File: src/rtl/usb_rx_decoder.sv
`timescale 1ns/1ps
// ---------------------------------------------------------------------------
// usb_rx_decoder
//
// Receive-side USB bit decoder. The raw D+/D- pair is synchronised, and a
// bit timer restarts on every line-state change, so the sample point stays
// mid-bit even when the far end's bit timing drifts. Sampled symbols are NRZI
// decoded and checked against the SYNC pattern. After a valid SYNC, stuffed
// bits are removed and the data bits are assembled LSB-first into bytes. The
// decoder then looks for the SE0,SE0,J end-of-packet sequence.
//
// Ports
//   clk            system clock
//   rst            synchronous, active-high reset
//   dplus_in       raw D+ from the bus (asynchronous to clk)
//   dminus_in      raw D- from the bus (asynchronous to clk)
//   rx_data        last completed byte; holds its value until the next byte
//   rx_byte_valid  one-cycle pulse when rx_data has just been updated
//   rx_active      high from the end of a valid SYNC until EOP or error
//   eop            one-cycle pulse when an end-of-packet completes
//   rx_error       one-cycle pulse: bad SYNC, stuff error, SE1, bad or
//                  partial EOP
// ---------------------------------------------------------------------------
module usb_rx_decoder #(
  parameter int CLKS_PER_BIT = 8,
  parameter int SAMPLE_POINT = 3
) (
  input  logic       clk,
  input  logic       rst,
  input  logic       dplus_in,
  input  logic       dminus_in,
  output logic [7:0] rx_data,
  output logic       rx_byte_valid,
  output logic       rx_active,
  output logic       eop,
  output logic       rx_error
);

  localparam int TW = (CLKS_PER_BIT > 1) ? $clog2(CLKS_PER_BIT) : 1;
  localparam logic [TW-1:0] TIMER_MAX = TW'(CLKS_PER_BIT - 1);
  localparam logic [TW-1:0] TIMER_SAMPLE = TW'(SAMPLE_POINT);
  localparam logic [TW-1:0] TIMER_ONE = TW'(1);

  // Line states as {D+, D-}
  localparam logic [1:0] LS_J   = 2'b10;
  localparam logic [1:0] LS_K   = 2'b01;
  localparam logic [1:0] LS_SE0 = 2'b00;

  typedef enum logic [2:0] {
    ST_IDLE  = 3'd0,
    ST_SYNC  = 3'd1,
    ST_DATA  = 3'd2,
    ST_SE0_1 = 3'd3,
    ST_SE0_2 = 3'd4,
    ST_ERR   = 3'd5
  } state_t;

  // Synchroniser and bit-timing signals
  logic          dp_meta_r;
  logic          dp_sync_r;
  logic          dm_meta_r;
  logic          dm_sync_r;
  logic [1:0]    line_s;
  logic [1:0]    line_last_r;
  logic [TW-1:0] timer_r;
  logic          strobe_s;

  // Decoder state, current and next
  state_t        state_r;
  state_t        state_n;
  logic          prev_j_r;
  logic          prev_j_n;
  logic [2:0]    sync_cnt_r;
  logic [2:0]    sync_cnt_n;
  logic [2:0]    bit_cnt_r;
  logic [2:0]    bit_cnt_n;
  logic [2:0]    ones_cnt_r;
  logic [2:0]    ones_cnt_n;
  logic [7:0]    shift_r;
  logic [7:0]    shift_n;
  logic [2:0]    j_run_r;
  logic [2:0]    j_run_n;

  // Output registers, current and next
  logic [7:0]    rx_data_r;
  logic [7:0]    rx_data_n;
  logic          valid_r;
  logic          valid_n;
  logic          active_r;
  logic          active_n;
  logic          eop_r;
  logic          eop_n;
  logic          err_r;
  logic          err_n;

  // Decode helpers for the sampled symbol
  logic          is_j_s;
  logic          is_k_s;
  logic          is_jk_s;
  logic          is_se0_s;
  logic          bit_s;
  logic [7:0]    shifted_s;
  logic          err_hit_s;

  assign line_s    = {dp_sync_r, dm_sync_r};
  assign is_j_s    = (line_s == LS_J);
  assign is_k_s    = (line_s == LS_K);
  assign is_jk_s   = is_j_s | is_k_s;
  assign is_se0_s  = (line_s == LS_SE0);
  // NRZI: no change of J/K from the previous bit decodes as 1
  assign bit_s     = (is_j_s == prev_j_r);
  // LSB-first assembly: new bit enters at the top and moves down
  assign shifted_s = {bit_s, shift_r[7:1]};
  // A strobe is suppressed in the cycle where the line has just moved. The
  // timer is about to restart, so the sample would not be mid-bit.
  assign strobe_s  = (timer_r == TIMER_SAMPLE) && (line_s == line_last_r);

  // Two-flop synchronisers on D+ and D-, reset to the idle J state
  always_ff @(posedge clk) begin
    if (rst) begin
      dp_meta_r <= 1'b1;
      dp_sync_r <= 1'b1;
      dm_meta_r <= 1'b0;
      dm_sync_r <= 1'b0;
    end else begin
      dp_meta_r <= dplus_in;
      dp_sync_r <= dp_meta_r;
      dm_meta_r <= dminus_in;
      dm_sync_r <= dm_meta_r;
    end
  end

  // Bit timer: free-running modulo CLKS_PER_BIT, re-aligned on every line edge
  always_ff @(posedge clk) begin
    if (rst) begin
      line_last_r <= LS_J;
      timer_r     <= '0;
    end else begin
      line_last_r <= line_s;
      if (line_s != line_last_r) begin
        timer_r <= '0;
      end else if (timer_r == TIMER_MAX) begin
        timer_r <= '0;
      end else begin
        timer_r <= timer_r + TIMER_ONE;
      end
    end
  end

  // Next-state and datapath decisions, evaluated only on sample strobes
  always_comb begin
    state_n    = state_r;
    prev_j_n   = prev_j_r;
    sync_cnt_n = sync_cnt_r;
    bit_cnt_n  = bit_cnt_r;
    ones_cnt_n = ones_cnt_r;
    shift_n    = shift_r;
    j_run_n    = j_run_r;
    rx_data_n  = rx_data_r;
    active_n   = active_r;
    valid_n    = 1'b0;
    eop_n      = 1'b0;
    err_n      = 1'b0;
    err_hit_s  = 1'b0;

    if (strobe_s) begin
      case (state_r)
        ST_IDLE: begin
          // The first K is the first SYNC bit. It decodes as 0 against idle J.
          if (is_k_s) begin
            state_n    = ST_SYNC;
            prev_j_n   = 1'b0;
            sync_cnt_n = 3'd1;
          end else begin
            state_n = ST_IDLE;
          end
        end

        ST_SYNC: begin
          if (is_jk_s) begin
            prev_j_n = is_j_s;
            if (sync_cnt_r == 3'd7) begin
              if (bit_s) begin
                state_n    = ST_DATA;
                active_n   = 1'b1;
                ones_cnt_n = 3'd1;  // the SYNC's trailing 1 starts the run
                bit_cnt_n  = 3'd0;
              end else begin
                err_hit_s = 1'b1;
              end
            end else if (!bit_s) begin
              sync_cnt_n = sync_cnt_r + 3'd1;
            end else begin
              err_hit_s = 1'b1;
            end
          end else begin
            err_hit_s = 1'b1;
          end
        end

        ST_DATA: begin
          if (is_jk_s) begin
            prev_j_n = is_j_s;
            if (ones_cnt_r == 3'd6) begin
              // Stuff check precedes byte completion; a stuffed 0 is dropped
              // and never advances bit_cnt.
              if (bit_s) begin
                err_hit_s = 1'b1;
              end else begin
                ones_cnt_n = 3'd0;
              end
            end else begin
              shift_n    = shifted_s;
              ones_cnt_n = bit_s ? (ones_cnt_r + 3'd1) : 3'd0;
              bit_cnt_n  = bit_cnt_r + 3'd1;
              if (bit_cnt_r == 3'd7) begin
                rx_data_n = shifted_s;
                valid_n   = 1'b1;
              end else begin
                rx_data_n = rx_data_r;
              end
            end
          end else if (is_se0_s) begin
            state_n = ST_SE0_1;
          end else begin
            err_hit_s = 1'b1;
          end
        end

        ST_SE0_1: begin
          if (is_se0_s) begin
            state_n = ST_SE0_2;
          end else begin
            err_hit_s = 1'b1;
          end
        end

        ST_SE0_2: begin
          if (is_j_s) begin
            state_n  = ST_IDLE;
            active_n = 1'b0;
            eop_n    = 1'b1;
            // A partially assembled byte is dropped and flagged with the EOP
            err_n    = (bit_cnt_r != 3'd0);
          end else begin
            err_hit_s = 1'b1;
          end
        end

        ST_ERR: begin
          // Seven consecutive J samples return the decoder to idle. Any other
          // symbol, SE0 included, restarts the count.
          if (is_j_s) begin
            if (j_run_r == 3'd6) begin
              state_n = ST_IDLE;
              j_run_n = 3'd0;
            end else begin
              j_run_n = j_run_r + 3'd1;
            end
          end else begin
            j_run_n = 3'd0;
          end
        end

        default: begin
          state_n = ST_IDLE;
        end
      endcase
    end else begin
      state_n = state_r;
    end

    // Common error exit; it also cancels any byte strobe raised by this sample
    if (err_hit_s) begin
      state_n  = ST_ERR;
      active_n = 1'b0;
      err_n    = 1'b1;
      valid_n  = 1'b0;
      j_run_n  = 3'd0;
    end else begin
      j_run_n = j_run_n;
    end
  end

  // FSM state register
  always_ff @(posedge clk) begin
    if (rst) begin
      state_r <= ST_IDLE;
    end else begin
      state_r <= state_n;
    end
  end

  // Decoder datapath registers
  always_ff @(posedge clk) begin
    if (rst) begin
      prev_j_r   <= 1'b1;
      sync_cnt_r <= 3'd0;
      bit_cnt_r  <= 3'd0;
      ones_cnt_r <= 3'd0;
      shift_r    <= 8'h00;
      j_run_r    <= 3'd0;
    end else begin
      prev_j_r   <= prev_j_n;
      sync_cnt_r <= sync_cnt_n;
      bit_cnt_r  <= bit_cnt_n;
      ones_cnt_r <= ones_cnt_n;
      shift_r    <= shift_n;
      j_run_r    <= j_run_n;
    end
  end

  // Registered outputs
  always_ff @(posedge clk) begin
    if (rst) begin
      rx_data_r <= 8'h00;
      valid_r   <= 1'b0;
      active_r  <= 1'b0;
      eop_r     <= 1'b0;
      err_r     <= 1'b0;
    end else begin
      rx_data_r <= rx_data_n;
      valid_r   <= valid_n;
      active_r  <= active_n;
      eop_r     <= eop_n;
      err_r     <= err_n;
    end
  end

  assign rx_data       = rx_data_r;
  assign rx_byte_valid = valid_r;
  assign rx_active     = active_r;
  assign eop           = eop_r;
  assign rx_error      = err_r;

endmodule

File: config.mk
export PLATFORM = sky130hd
export DESIGN_NAME = usb_rx_decoder
export DESIGN_NICKNAME = d
export VERILOG_FILES = /design/src/rtl/usb_rx_decoder.sv
export SDC_FILE = /design/constraint.sdc
export NUM_CORES = 1
export LEC_CHECK = 0
export BUFFER_PORTS_ARGS = -buffer_cell sky130_fd_sc_hd__buf_2
export CAP_MARGIN = 20
export CORE_MARGIN = 5
export CORE_UTILIZATION = 51
export CTS_CLUSTER_SIZE = 10
export DETAILED_ROUTE_END_ITERATION = 6
export PLACE_DENSITY = 0.69
export SLEW_MARGIN = 25
export SYNTH_ARGS = -nofsm -noshare
export SYNTH_HDL_FRONTEND = slang
export SYNTH_SLANG_ARGS = --single-unit
File: constraint.sdc
create_clock -name clk -period 2.7 [get_ports clk]
set_input_delay 0 -clock clk [delete_from_list [all_inputs] [get_ports clk]]
set_output_delay 0 -clock clk [all_outputs]
set_load 0.01 [all_outputs]
; Word-level counts from Yosys, hierarchy flattened
; Index checks and enable logic that the tools add are counted.
[word_totals]
reg_bits = 45
[op_classes]
reduce_logical = 24
n_mux = 58
n_eq_ne = 41
n_bitwise = 6
n_addsub = 5
[op_table]
columns = op, count
row1 = 3-bit two-way mux, 29
row2 = "3-bit != test, second input constant", 10
row3 = "2-bit != test, second input constant", 14
row4 = 1-bit two-way mux, 22
row5 = "3-bit equality test, second input constant", 7
row6 = 10-bit AND reduction, 2
row7 = 3-bit case mux with 2 select lines, 3
row8 = 3-bit case mux with 6 select lines, 1
row9 = "3-bit by 1-bit adder with 3-bit output, second input constant", 5
row10 = 7-bit AND reduction, 2
row11 = 6-bit AND reduction, 2
row12 = 2-bit nonzero test, 5
row13 = "3-bit by 2-bit equality test with 1-bit output, second input constant", 3
row14 = 4-bit AND reduction, 2
row15 = 3-bit OR reduction, 2
row16 = 6-bit OR reduction, 1
row17 = 1-bit NOT, 5
row18 = 5-bit AND reduction, 1
row19 = 1-bit case mux with 2 select lines, 2
row20 = 1-bit case mux with 4 select lines, 1
row21 = 2-bit OR reduction, 2
row22 = "3-bit by 1-bit equality test with 1-bit output, second input constant", 1
row23 = 3-bit logical NOT, 1
row24 = 3-bit nonzero test, 1
row25 = 10 further kinds, 10

; Longest topological paths before layout
[logic_depth]
word_depth = 9
depth_mapped = 9
depth_no_buf = 7

; Least setup slack after synthesis
; Ideal clock, no wire load.
[synth_path]
kind = reg2reg
from = register dp_sync_r
to = register rx_data_r[0], in the netlist rx_data[0]
path_buffers = 2
stages_incl_launch_ff = 10
t_arrival_ps = 1800
setup_time_ps = 132
setup_slack_ps = 767
synth_period_minus_slack_ps = 1933
path_cell_list = dfxtp_1 > inv_1 > ha_1 > buf_2 > nor2b_1 > and4_1 > nand3_1 > buf_2 > mux2i_1 > nor2_1
[synth_between]
elab_chain_len = 3
elab_cells_between_ends = 6
classes_between = eq/ne (3) / bitwise (1) / reduce/logical (2)
[synth_lines]
columns = element, line_no
row1 = "start, declared", 60  ; logic dp_sync_r;
row2 = "start signal, assigned", 127  ; dp_sync_r <= dp_meta_r;
row3 = "2-bit equality test, or another cell as far along", 106  ; assign is_j_s = (line_s == LS_J);
row4 = 1-bit bitwise OR or 1-bit logical AND (tied branches), "108, 116"
row5 = 5-bit AND reduction (no line) (*), --
row6 = "end signal, assigned", 322  ; rx_data_r <= rx_data_n;
row7 = "end, declared", 85  ; logic [7:0] rx_data_r;
; Mark *: on every way between the ends. The rest lies on a longest branch, timed or not.
; A chain may end at the register's enable or synchronous reset.

; Final worst setup path
[layout_path]
from = register dp_sync_r
to = register rx_data_r[6], in the netlist rx_data[6]
; The elaborated chain is that of the path after synthesis.

==> impl_metrics.toml <==
[yosys]
yosysWarnings = 0
syn_nets = 254
syn_area_per_cell_um2 = 9.49
synth_top_area_share_pct = 39.2
synth_area_leaders = "dfxtp_1, mux2i_1, ha_1, nor2_1, inv_1"
synth.distinct_cells = 54
synth_top_cell_by_area = "dfxtp_1"
synth_ff_type = "dfxtp_1"
synth_edf_count = 0
netlist_instances = 237
synthesis.area_um2 = 2250
synth-seq-cells = 44
ys_seq_area_share_pct = 39.2
ys_async_sr_fraction_pct = 0

[finish]
final_core_util_pct = 57.4
layout_common_cells = "dfxtp_1, nor2_1, mux2i_1"
nets = 269
fillers = 402
drive_above_1_share_pct = 19.4
regArea_um2 = 881
multi_input_area_um2 = 1240
mostFrequentLayoutCell = "dfxtp_1"
diodes = 0
synthToLayoutAreaGrowth_pct = 10.3

[clock_network]
cts_buffers = 5
worstSkewPairLatency_ps = 290
clkSlewWorstSetupHoldPaths_ps = 80
cts_max_level = 2
clk_path_buf_depth = 2
tritoncts = "done"
cts.sinks = 44
cts_root_buf = "clkbuf_8"

[sta]
period_needed_ps = 2450
rsz0062_at_grt = "no"
relSlewSlack_pct = 51.6
worst_pin_slew_ps = 725
fin_worst_skew_ps = 3.58
max_freq_ghz = 0.409
fin_crit_sh_pct = 90.6
hold_violations = 0
maxSlewViolCount = 0
finalSetupViolations = 0
setup_tns_ps = 0

[setup_path]
crit_chain = "inv_1, ha_1, nor2b_1, and4_1, nand3_1, mux2i_1, nor2_1"
path_depth = 7
worst-endpoint-required_ps = 2880
path_delay_family = "simple AND/OR/NAND/NOR gates"
endpoint_kind = "register"
critPathBufInv = 1
r2r_cells = 7
worstPathArrival_ps = 2620
slowest_stage = "ha_1"
critPathLaunchType = "register"
cp_slowest_stage_delay_ps = 450
path_class = "register to register"
critPathMaxFanout = 9

[place]
post-dp-hpwl_um = 2880
gp_congestion = 0.827
port_buffers = 15

[floorplanning]
core-area_um2 = 4320
dieArea_um2 = 5840
num_rows = 24
start_util_pct = 52.0
ios = 16
die_w_um = 76.4
die_y_um = 76.4

[job]
cap_violations = 0

[global_route]
antenna_found_initial = 0
grt_pass1_wl_um = 7320
grt_overflow = 0
grtUsageTotal_pct = 14.9
grt_pass1_vias = 1559
grt_max_degree = 41

[drt]
wl_per_cell_um = 13.6
drc = 0
vias = 1665
drtAntennaViolNets = 0
routed_wl_um = 4160
drt_iter0_drc = 107
vias_per_cell = 5.46
drtPass1Iterations = 4

[pwr]
powerDensity_nw_per_um2 = 513
leakagePower_nw = 1.06
ir_drop_uv = 333

[min_path]
min-delay-path-class = "register to register"
holdPathStages = 1

[status]
status = "complete, no violations"
[logic make-up (layout without fill, tap and decap cells)]
| family | Yosys count | after routing | share of synthesized area, % |
|---|---|---|---|
| flops | 44 | 44 | 39.2 |
| xor+xnor | 6 | 6 | 3.00 |
| mux | 19 | 19 | 8.56 |
| simple gates | 94 | 94 | 24.6 |
| buf+inv | 26 | 42 | 5.67 |
| compound gates | 35 | 35 | 11.8 |
| fa+ha+maj | 13 | 13 | 7.23 |
[where the power goes]
part / internal (mW) / total, mW / switching (mW)
registers: 0.657 / 0.665 / 0.00807
clock network: 0.302 / 0.528 / 0.225
logic: 0.0295 / 0.0794 / 0.0498
[synthesized netlist by cell type (all sizes together), types with 3 or more instances]
| cell | count |
|---|---|
| o21ai | 4 |
| nand2 | 10 |
| nand4 | 6 |
| a21oi | 8 |
| nor3b | 5 |
| inv | 14 |
| nor2 | 32 |
| nor2b | 6 |
| ha | 13 |
| nor3 | 4 |
| a211oi | 3 |
| or2 | 4 |
| xnor2 | 5 |
| mux2i | 17 |
| nand2b | 4 |
| nand3 | 11 |
| o211ai | 3 |
| dfxtp | 44 |
| buf | 10 |
[what timing repair did]
item	in CTS	in global routing
hold endpoints to repair	3	0
resized for setup	0	0
hold buffers	3	0
buffers inserted	0	0
[sequential cells by signal (all words and copies together) (netlist names)]
| signal | cells |
|---|---|
| state_r | 3 |
| timer_r | 3 |
| rx_active | 1 |
| dp_sync_r | 1 |
| shift_r | 7 |
| prev_j_r | 1 |
| rx_error | 1 |
| line_last_r | 2 |
| dm_meta_r | 1 |
| sync_cnt_r | 3 |
| rx_byte_valid | 1 |
| j_run_r | 3 |
| rx_data | 8 |
| dp_meta_r | 1 |
| bit_cnt_r | 3 |
| dm_sync_r | 1 |
| ones_cnt_r | 3 |
| eop | 1 |
[routing by layer]
layer / global-route usage, % / up-vias / part of all wire [%]
li1: - / 858 / -
met1: 20.6 / 768 / 49
met2: 23.0 / 35 / 45
met3: 3.90 / 4 / 5.0
met4: 3.67 / 0 / 1.1
met5: 0 / - / 0
[path summary, 6_finish.rpt]
path | startpoint | endpoint | slack [ps]
setup / recovery | dp_sync_r$_SDFF_PP1_ | rx_data[6]$_SDFFE_PP0P_ | 250
hold / removal | dp_meta_r$_SDFF_PP1_ | dp_sync_r$_SDFF_PP1_ | 420
setup reg to reg | dp_sync_r$_SDFF_PP1_ | rx_data[6]$_SDFFE_PP0P_ | 250
hold reg to reg | dp_meta_r$_SDFF_PP1_ | dp_sync_r$_SDFF_PP1_ | 420
[cell type report]
| type | instances | area share (%) |
|---|---|---|
| well taps | 52 | 2.62 |
| flip-flops and latches | 44 | 35.5 |
| clock buffers | 6 | 3.33 |
| inverters | 14 | 2.12 |
| clock inverters | 2 | 1.56 |
| repair buffers | 20 | 4.84 |
| multi-input cells | 167 | 50.0 |
[stage by stage]
step                      instance area, µm²  hold slack (ps)  power [mW]  instances  setup slack, ps
after global routing                    2480              432        1.33        305             62.3
after global placement                  2330              188       0.756        294              367
after floorplan                         2250              104       0.740        237              767
after detailed placement                2330              191       0.756        294              272
final                                   2480              416        1.27        305              254
after CTS                               2480              419        1.29        305              254
Power figures use the tool's default switching activity.
